$ cat config.mk
export PLATFORM = sky130hd
export DESIGN_NAME = lcd_bus_driver
export DESIGN_NICKNAME = d
export VERILOG_FILES = /design/src/rtl/lcd_pkg.sv /design/src/rtl/lcd_req_capture.sv /design/src/rtl/lcd_bus_driver.sv
export SDC_FILE = /design/constraint.sdc
export NUM_CORES = 1
export LEC_CHECK = 0
export BUFFER_PORTS_ARGS = -buffer_cell sky130_fd_sc_hd__buf_2
export CAP_MARGIN = 5
export CORE_ASPECT_RATIO = 1.25
export CORE_MARGIN = 10
export CORE_UTILIZATION = 23
export CTS_CLUSTER_SIZE = 20
export DETAILED_ROUTE_END_ITERATION = 8
export RECOVER_POWER = 100
export SYNTH_ARGS = -nofsm -noshare
export SYNTH_HDL_FRONTEND = slang
export SYNTH_SLANG_ARGS = --single-unit
$ cat constraint.sdc
create_clock -name clk_20m -period 2.54 [get_ports clk_20m]
set_clock_uncertainty 0.15 [all_clocks]
set_input_delay 0.254 -clock clk_20m [delete_from_list [all_inputs] [get_ports clk_20m]]
set_output_delay 0.254 -clock clk_20m [all_outputs]
set_load 0.01 [all_outputs]
$ cat src/rtl/lcd_pkg.sv
// Shared types and constants for the HD44780-style LCD bus driver.
// Optional power-on init sequence is enabled with the LCD_INIT_EN macro.
package lcd_pkg;

  localparam int unsigned CNT_W       = 16;
  localparam int unsigned INIT_LEN    = 6;
  localparam int unsigned INIT_IDX_W  = 3;
  localparam int unsigned INIT_CYCLES = 300000;
  localparam int unsigned INIT_CNT_W  = 19;

  // Commands that need the long post-transfer wait
  localparam logic [7:0] CMD_CLEAR = 8'h01;
  localparam logic [7:0] CMD_HOME  = 8'h02;

  // Init command table, entry 0 in the least significant byte
  localparam logic [INIT_LEN*8-1:0] INIT_TABLE =
    {8'h01, 8'h06, 8'h0C, 8'h38, 8'h38, 8'h38};

  typedef enum logic [2:0] {
    ST_IDLE,
    ST_SETUP,
    ST_PULSE,
    ST_HOLD,
    ST_WAIT
`ifdef LCD_INIT_EN
    , ST_INIT_WAIT
`endif
  } lcd_state_t;

  // One bus transfer: register select plus byte
  typedef struct packed {
    logic       rs;
    logic [7:0] data;
  } lcd_req_t;

  // Clear and home commands take the long busy time on the panel
  function automatic logic is_long_cmd(input lcd_req_t req);
    return !req.rs && ((req.data == CMD_CLEAR) || (req.data == CMD_HOME));
  endfunction

  function automatic logic [7:0] init_cmd(input logic [INIT_IDX_W-1:0] idx);
    return INIT_TABLE[{idx, 3'b000} +: 8];
  endfunction

endpackage

$ cat src/rtl/lcd_req_capture.sv
// Request front end: wr/dr rising-edge detect, dr-over-wr priority,
// one-entry pending buffer and overrun pulse generation.
module lcd_req_capture
  import lcd_pkg::*;
(
  input  logic       clk_20m,
  input  logic       rst_n,
  input  logic       wr,
  input  logic [7:0] dbi,
  input  logic       dr,
  input  logic [7:0] direc,
  input  logic       ready,
  output logic       head_valid_c,
  output lcd_req_t   head_c,
  output logic       pend_valid_nxt_c,
  output logic       overrun
);

  logic     wr_q;
  logic     dr_q;
  logic     pend_valid;
  lcd_req_t pend;

  logic     wr_rise;
  logic     dr_rise;
  logic     new_valid;
  logic     pend_load;
  logic     drop;
  lcd_req_t new_req;

  // Edge detect, head selection and pending-buffer bookkeeping
  always_comb begin
    wr_rise          = wr & ~wr_q;
    dr_rise          = dr & ~dr_q;
    new_valid        = wr_rise | dr_rise;
    new_req          = dr_rise ? lcd_req_t'({1'b0, direc}) : lcd_req_t'({1'b1, dbi});
    head_valid_c     = pend_valid | new_valid;
    head_c           = pend_valid ? pend : new_req;
    pend_load        = 1'b0;
    pend_valid_nxt_c = pend_valid;
    drop             = dr_rise & wr_rise;
    if (ready) begin
      // FSM takes the buffered entry first; a fresh request refills the slot
      if (pend_valid) begin
        pend_load        = new_valid;
        pend_valid_nxt_c = new_valid;
      end
    end else if (new_valid) begin
      if (pend_valid) begin
        drop = 1'b1;
      end else begin
        pend_load        = 1'b1;
        pend_valid_nxt_c = 1'b1;
      end
    end
  end

  // Edge registers, pending slot and overrun pulse
  always_ff @(posedge clk_20m or negedge rst_n) begin
    if (!rst_n) begin
      wr_q       <= 1'b0;
      dr_q       <= 1'b0;
      pend_valid <= 1'b0;
      pend       <= '0;
      overrun    <= 1'b0;
    end else begin
      wr_q       <= wr;
      dr_q       <= dr;
      pend_valid <= pend_valid_nxt_c;
      overrun    <= drop;
      if (pend_load) begin
        pend <= new_req;
      end
    end
  end

endmodule

$ cat src/rtl/lcd_bus_driver.sv
// LCD parallel bus driver: sequences RS/DB setup, E pulse, hold and the
// panel busy wait for each captured request.
// Define LCD_INIT_EN to add the 15 ms power-on wait and init command burst.
module lcd_bus_driver
  import lcd_pkg::*;
#(
  parameter int unsigned T_SETUP      = 2,
  parameter int unsigned T_PULSE      = 12,
  parameter int unsigned T_HOLD       = 2,
  parameter int unsigned T_WAIT_SHORT = 800,
  parameter int unsigned T_WAIT_LONG  = 32800
) (
  input  logic       clk_20m,
  input  logic       rst_n,
  input  logic       wr,
  input  logic [7:0] dbi,
  input  logic       dr,
  input  logic [7:0] direc,
  output logic       lcd_rs,
  output logic       lcd_rw,
  output logic       lcd_e,
  output logic [7:0] lcd_db,
  output logic       busy,
  output logic       overrun
);

  lcd_state_t       state;
  logic [CNT_W-1:0] cnt;

  logic     ready_c;
  logic     head_valid_c;
  lcd_req_t head_c;
  logic     pend_valid_nxt_c;
  logic     start_c;
  lcd_req_t start_req_c;
  logic     more_c;

`ifdef LCD_INIT_EN
  logic [INIT_CNT_W-1:0] init_cnt;
  logic [INIT_IDX_W-1:0] init_idx;
  logic                  init_done;
`endif

  assign lcd_rw = 1'b0;

  lcd_req_capture u_capture (
    .clk_20m          (clk_20m),
    .rst_n            (rst_n),
    .wr               (wr),
    .dbi              (dbi),
    .dr               (dr),
    .direc            (direc),
    .ready            (ready_c),
    .head_valid_c     (head_valid_c),
    .head_c           (head_c),
    .pend_valid_nxt_c (pend_valid_nxt_c),
    .overrun          (overrun)
  );

  // Select what IDLE launches next: init commands before host requests
  always_comb begin
    ready_c     = (state == ST_IDLE);
    start_c     = head_valid_c;
    start_req_c = head_c;
    more_c      = pend_valid_nxt_c;
`ifdef LCD_INIT_EN
    if (!init_done) begin
      ready_c     = 1'b0;
      start_c     = 1'b1;
      start_req_c = lcd_req_t'({1'b0, init_cmd(init_idx)});
      more_c      = 1'b1;
    end
`endif
  end

  // Transfer sequencer with registered bus outputs and busy flag
  always_ff @(posedge clk_20m or negedge rst_n) begin
    if (!rst_n) begin
`ifdef LCD_INIT_EN
      state     <= ST_INIT_WAIT;
      init_cnt  <= '0;
      init_idx  <= '0;
      init_done <= 1'b0;
`else
      state     <= ST_IDLE;
`endif
      cnt       <= '0;
      lcd_rs    <= 1'b0;
      lcd_db    <= 8'h00;
      lcd_e     <= 1'b0;
      busy      <= 1'b0;
    end else begin
      case (state)
        ST_IDLE: begin
          busy <= start_c;
          if (start_c) begin
            lcd_rs <= start_req_c.rs;
            lcd_db <= start_req_c.data;
            cnt    <= CNT_W'(T_SETUP - 1);
            state  <= ST_SETUP;
`ifdef LCD_INIT_EN
            if (!init_done) begin
              init_idx  <= init_idx + INIT_IDX_W'(1);
              init_done <= (init_idx == INIT_IDX_W'(INIT_LEN - 1));
            end
`endif
          end
        end
        ST_SETUP: begin
          if (cnt == '0) begin
            lcd_e <= 1'b1;
            cnt   <= CNT_W'(T_PULSE - 1);
            state <= ST_PULSE;
          end else begin
            cnt <= cnt - CNT_W'(1);
          end
        end
        ST_PULSE: begin
          if (cnt == '0) begin
            lcd_e <= 1'b0;
            cnt   <= CNT_W'(T_HOLD - 1);
            state <= ST_HOLD;
          end else begin
            cnt <= cnt - CNT_W'(1);
          end
        end
        ST_HOLD: begin
          if (cnt == '0) begin
            cnt   <= is_long_cmd(lcd_req_t'({lcd_rs, lcd_db})) ?
                     CNT_W'(T_WAIT_LONG - 1) : CNT_W'(T_WAIT_SHORT - 1);
            state <= ST_WAIT;
          end else begin
            cnt <= cnt - CNT_W'(1);
          end
        end
        ST_WAIT: begin
          if (cnt == '0) begin
            busy  <= more_c;
            state <= ST_IDLE;
          end else begin
            cnt <= cnt - CNT_W'(1);
          end
        end
`ifdef LCD_INIT_EN
        ST_INIT_WAIT: begin
          busy <= 1'b1;
          if (init_cnt == INIT_CNT_W'(INIT_CYCLES - 1)) begin
            state <= ST_IDLE;
          end else begin
            init_cnt <= init_cnt + INIT_CNT_W'(1);
          end
        end
`endif
        default: begin
          lcd_e <= 1'b0;
          busy  <= 1'b0;
          state <= ST_IDLE;
        end
      endcase
    end
  end

endmodule

-- Word-level counts from Yosys, hierarchy flattened
Cells that the tools add are included.
- register bits after elaboration: 43
- input bits: 20
- logic and storage cells: 76
- add/sub/neg operators: 1
- equality and inequality tests: 12
- multiplexer cells: 29
- bitwise gates (word level): 9
- reduce and logical (&&, ||, !) cells: 13
- operator list (operator ; number):
    16-bit two-way mux ; 6
    16-bit one-hot mux with 5 select lines ; 1
    9-bit two-way mux ; 2
    16-bit zero test ; 1
    16-bit by 1-bit subtractor with 16-bit output, second input constant ; 1
    3-bit two-way mux ; 5
    3-bit one-hot mux with 5 select lines ; 1
    1-bit two-way mux ; 12
    2-bit inequality test, second input constant ; 5
    8-bit by 1-bit == test with 1-bit output, second input constant ; 1
    8-bit by 2-bit == test with 1-bit output, second input constant ; 1
    3-bit by 2-bit == test with 1-bit output, second input constant ; 2
    1-bit one-hot mux with 3 select lines ; 2
    3-bit AND reduction ; 2
    3-bit OR reduction ; 2
    5-bit AND reduction ; 1
    5-bit nonzero test ; 1
    1-bit NOT ; 4
    2-bit AND reduction ; 2
    1-bit AND ; 3
    3-bit by 1-bit == test with 1-bit output, second input constant ; 1
    3-bit == test, second input constant ; 1
    3-bit zero test ; 1
    2-bit by 1-bit inequality test with 1-bit output, second input constant ; 1
    other kinds (4) ; 5

-- Depth between registers and ports, before layout
- depth in word-level cells: 7
- depth in mapped cells: 8
- gate-level depth less buffers: 7

-- Cells and area by module
From an unflattened synthesis, not the netlist that was laid out.
- cells, all modules: 234
- area, all modules: 2523.7 um2
- modules (own cells, without submodules) (module ; instances ; cells each ; area each (um2) ; sequential area each (um2)):
    lcd_bus_driver ; 1 ; 180 ; 1765.4 ; 750.7
    lcd_req_capture ; 1 ; 54 ; 758.2 ; 325.3

-- Worst setup path before layout
Ideal clock, no wire load.
- kind: register to register
- from: register cnt[10]
- to: register cnt[3]
- library setup time: 0.126 ns
- data arrival time: 2.077 ns
- setup slack: 0.187 ns
- stages on the path, launching flop included: 8
- path buffers: 2
- path through: dfrtp_1 buf_6 or4_4 buf_6 or3_4 o21ai_4 o22ai_1 a221o_1
- word-level cells in the longest chain between the ends: 3
- ends and longest elaborated chain (what ; line ; text):
    start, declared ; lcd_bus_driver.sv:28 ; logic [CNT_W-1:0] cnt;
    start signal, assigned ; lcd_bus_driver.sv:99 ; cnt <= CNT_W'(T_SETUP - 1);
    start signal, assigned ; lcd_bus_driver.sv:112 ; cnt <= CNT_W'(T_PULSE - 1);
    start signal, assigned ; lcd_bus_driver.sv:115 ; cnt <= cnt - CNT_W'(1);
    16-bit zero test (*) ; n/a ;
    16-bit two-way mux (tied with other cells) ; lcd_bus_driver.sv:128 ; if (cnt == '0) begin
    16-bit one-hot mux with 5 select lines / 3-bit AND reduction (equally long branches) ; n/a ;
Mark *: on every way between the ends. The rest lies on a longest branch, timed or not.
A chain may end at the register's enable or synchronous reset.

-- Final worst setup path
- from: register cnt[0]
- to: register cnt[3]
- word-level cells in the longest chain between the ends: 3
- ends and longest elaborated chain (what ; line ; text):
    16-bit by 1-bit subtractor with 16-bit output / 16-bit zero test (equally long branches) ; n/a ;
    16-bit two-way mux (tied with other cells) ; lcd_bus_driver.sv:137 ; if (cnt == '0) begin
    16-bit one-hot mux with 5 select lines / 3-bit AND reduction (equally long branches) ; n/a ;
Parallel ways exist; a longest one is shown, timed or not. The select of a mux whose other input is x is not followed.

==> flow_summary.ini <==
[outcome]
status = finished clean

[synth]
ys_ff_latch = 43
async_reset_ff_share_pct = 100
synth-simple-area-share_pct = 21.2
synth_edf_count = 0
synth-compound-area-share_pct = 23.1
synthMuxAreaShare_pct = 3.30
synth_top_family_by_area = compound AO/OA/AOI/OAI gates
syn_area_mm2 = 0.00243
ys_types = 55
synth_xor_area_share_pct = 2.53
synth.avg_cell_area_um2 = 9.12
synth_ff_type = dfrtp_1
ys.warnings.count = 0
yosys.area_share.adder_pct = 1.03
synth_cells = 266
synthesis.nets = 288
seq_area_frac_synth_pct = 44.4

[worst_setup_path]
critical_path_class = reg -> reg
required_ns = 2.56
cp-start-kind = flip-flop
crit_path_max_fanout = 6
max_stage_delay_ns = 0.50
crit_path_cell_trace = inv_1 > ha_1 > or3b_2 > or3_4 > o21ai_4 > o22ai_1 > a221o_1
cp.arrival_ns = 2.43
endpoint_kind = flip-flop
crit_slowest_cell = or3b_2

[cells_and_area]
finalNetCount = 334
multi_input_area_mm2 = 0.00124
layout-drive-gt1-share_pct = 17.6
fin_cells = 442
ff_latch_area_mm2 = 0.00108
area_growth_pct = 22.9
diodes = 0
fillerInstances = 1070

[place]
place_congestion = 0.901
hpwl_mm = 4.89
dp_cells = 431
port-buffer-count = 31

[floorplan]
die_h_um = 135
die_w_um = 112
start_util_pct = 23.8
rows = 41
die_area_mm2 = 0.0151
coreArea_mm2 = 0.0102
io_pins = 33

[clocking]
cts_tree = built
cts.path.max_buffers = 2
clock_latency_ns = 0.28
cts_setup_buffers = 0
htree_levels = 2
postCtsHoldBufs = 3
clkSinkCount = 43
cts_buffers = 5
root_buffer = clkbuf_16
clk_pin_slew_ns = 0.06
post_cts_resized = 0

[drt]
ant_nets = 0
drc = 0
firstDrtPassIters = 4
vias_per_cell = 4.95
wirelength_mm = 6.32
drt_first_iter_violations = 214
wire_per_inst_um = 14.3
vias = 2190

[grt]
overflow = 0
grtUsageTotal_pct = 8.48
grt_start_max_net_pins = 32
grt_pass1_wl_mm = 10.9
antenna_found_initial = 0
grt_pass1_vias = 2251

[sta]
finalCritPeriodShare_pct = 94.7
setup_viol = 0
clock.fmax_ghz = 0.416
hold_viol = 0
slew_viol_final = 0
tightest_slew_ns = 0.774
fin_tns_setup_ns = 0
relSlewSlack_pct = 48.4
min_period_ns = 2.41
rsz0062_at_grt = false

[power]
p_seq_share_pct = 42.4
p_clk_share_pct = 25.6
p_leak_nw = 1.24
switchingPower_mw = 1.05
ir_worst_vdd_mv = 0.499
p_sw_share_pct = 36.0
power_density_mw_per_mm2 = 978
p_comb_share_pct = 32.0
p_int_mw = 1.87

[worst_hold_path]
hold_class = in -> reg

[flow_run]
cap_violations = 0
## state kept, by name, summed over array words and instances (netlist names)
name	count
u_capture.overrun	1
u_capture.dr_q	1
u_capture.pend	9
cnt	16
lcd_e	1
u_capture.pend_valid	1
state	3
lcd_rs	1
lcd_db	8
busy	1
u_capture.wr_q	1
## stage by stage
step	worst slack, ns	total power [mW]	utilization, %	hold slack, ns	cell area, um^2
after floorplan	0.187	1.88	-	-0.192	2430
after global placement	0.213	2.19	27.6	0.00531	2810
after detailed placement	0.154	2.21	27.6	0.00718	2810
after CTS	0.150	2.97	29.6	0.136	3020
after global routing	0.00178	3.14	29.2	0.154	2980
final	0.134	2.92	29.2	0.139	2980
## per-layer routing
layer,track usage [%],up-vias,part of all wire [%],wire length [um]
met2,14.7,73,50,3140
met4,4.01,0,2.6,167
met1,9.71,1027,43,2690
met5,0,-,0,0
met3,1.82,15,5.1,320
li1,-,1075,-,-
## power groups by stage
| stage | Sequential (mW) | Clock (mW) | Combinational, mW |
|---|---|---|---|
| after floorplan | 1.20 | 0 | 0.675 |
| after global placement | 1.24 | 0 | 0.950 |
| after detailed placement | 1.24 | 0 | 0.966 |
| after CTS | 1.23 | 0.761 | 0.974 |
| after global routing | 1.28 | 0.798 | 1.06 |
| final | 1.24 | 0.747 | 0.934 |
## final cells by class
cell class,count,area share (%)
inverters,7,0.881
clock inverters,2,1.17
clock buffers,6,4.66
well taps,129,5.41
repair buffers,54,10.0
multi-input cells,201,41.8
flip-flops and latches,43,36.1
## synthesized netlist by cell type (6+ instances only)
library cell,count,share of area [%]
dfrtp_1,43,44
nor2_1,32,5.0
a21oi_1,26,5.4
nand2_1,17,2.6
o21ai_0,15,3.1
a31oi_1,12,3.1
clkbuf_1,10,1.5
mux2i_1,8,3.3
inv_1,7,1.1
nor3_1,7,1.4
nand3_1,6,1.2
## placed cells by master (no fill, tap or decap), drive strengths merged, types with 5 or more instances in the layout
cell and instances:
mux2i 8, nand3 6, clkbuf 26, inv 7, nand2 18, a21oi 27
o211ai 5, buf 31, nor4 6, a31oi 12, nor2 33, or3 7
o21ai 18, nor3 8, dfrtp 43
## worst max-delay path: cells and delay by family, from the launching register on
kind / cells / cell delay, ns
compound gates: 3 / 0.57
flops: 1 / 0.42
fa+ha+maj: 1 / 0.14
simple gates: 2 / 0.90
buf+inv: 1 / 0.10
## path summary, 6_finish.rpt
check,slack (ns),cells after the start,startpoint,to
setup / recovery,0.13,7,cnt[0],cnt[3]
hold / removal,0.14,3,dbi[0],u_capture.pend[0]
setup reg to reg,0.13,7,cnt[0],cnt[3]
hold reg to reg,0.36,2,lcd_db[7],lcd_db[7]
max in group asynchronous,0.61,3,rst_n,cnt[1]
min in group asynchronous,0.42,2,rst_n,cnt[4]
## logic make-up (layout without fill, tap and decap cells)
group / count (synthesis) / after routing
AOI/OAI and AO/OA: 87 / 87
xor gates and xnor gates: 7 / 7
adders and majority gates: 2 / 2
buffers and inverters: 22 / 69
DFF: 43 / 43
muxes: 8 / 8
other: 1 / 1
and+or+nand+nor: 96 / 96
Note: power is estimated with default switching activity, not from simulation.
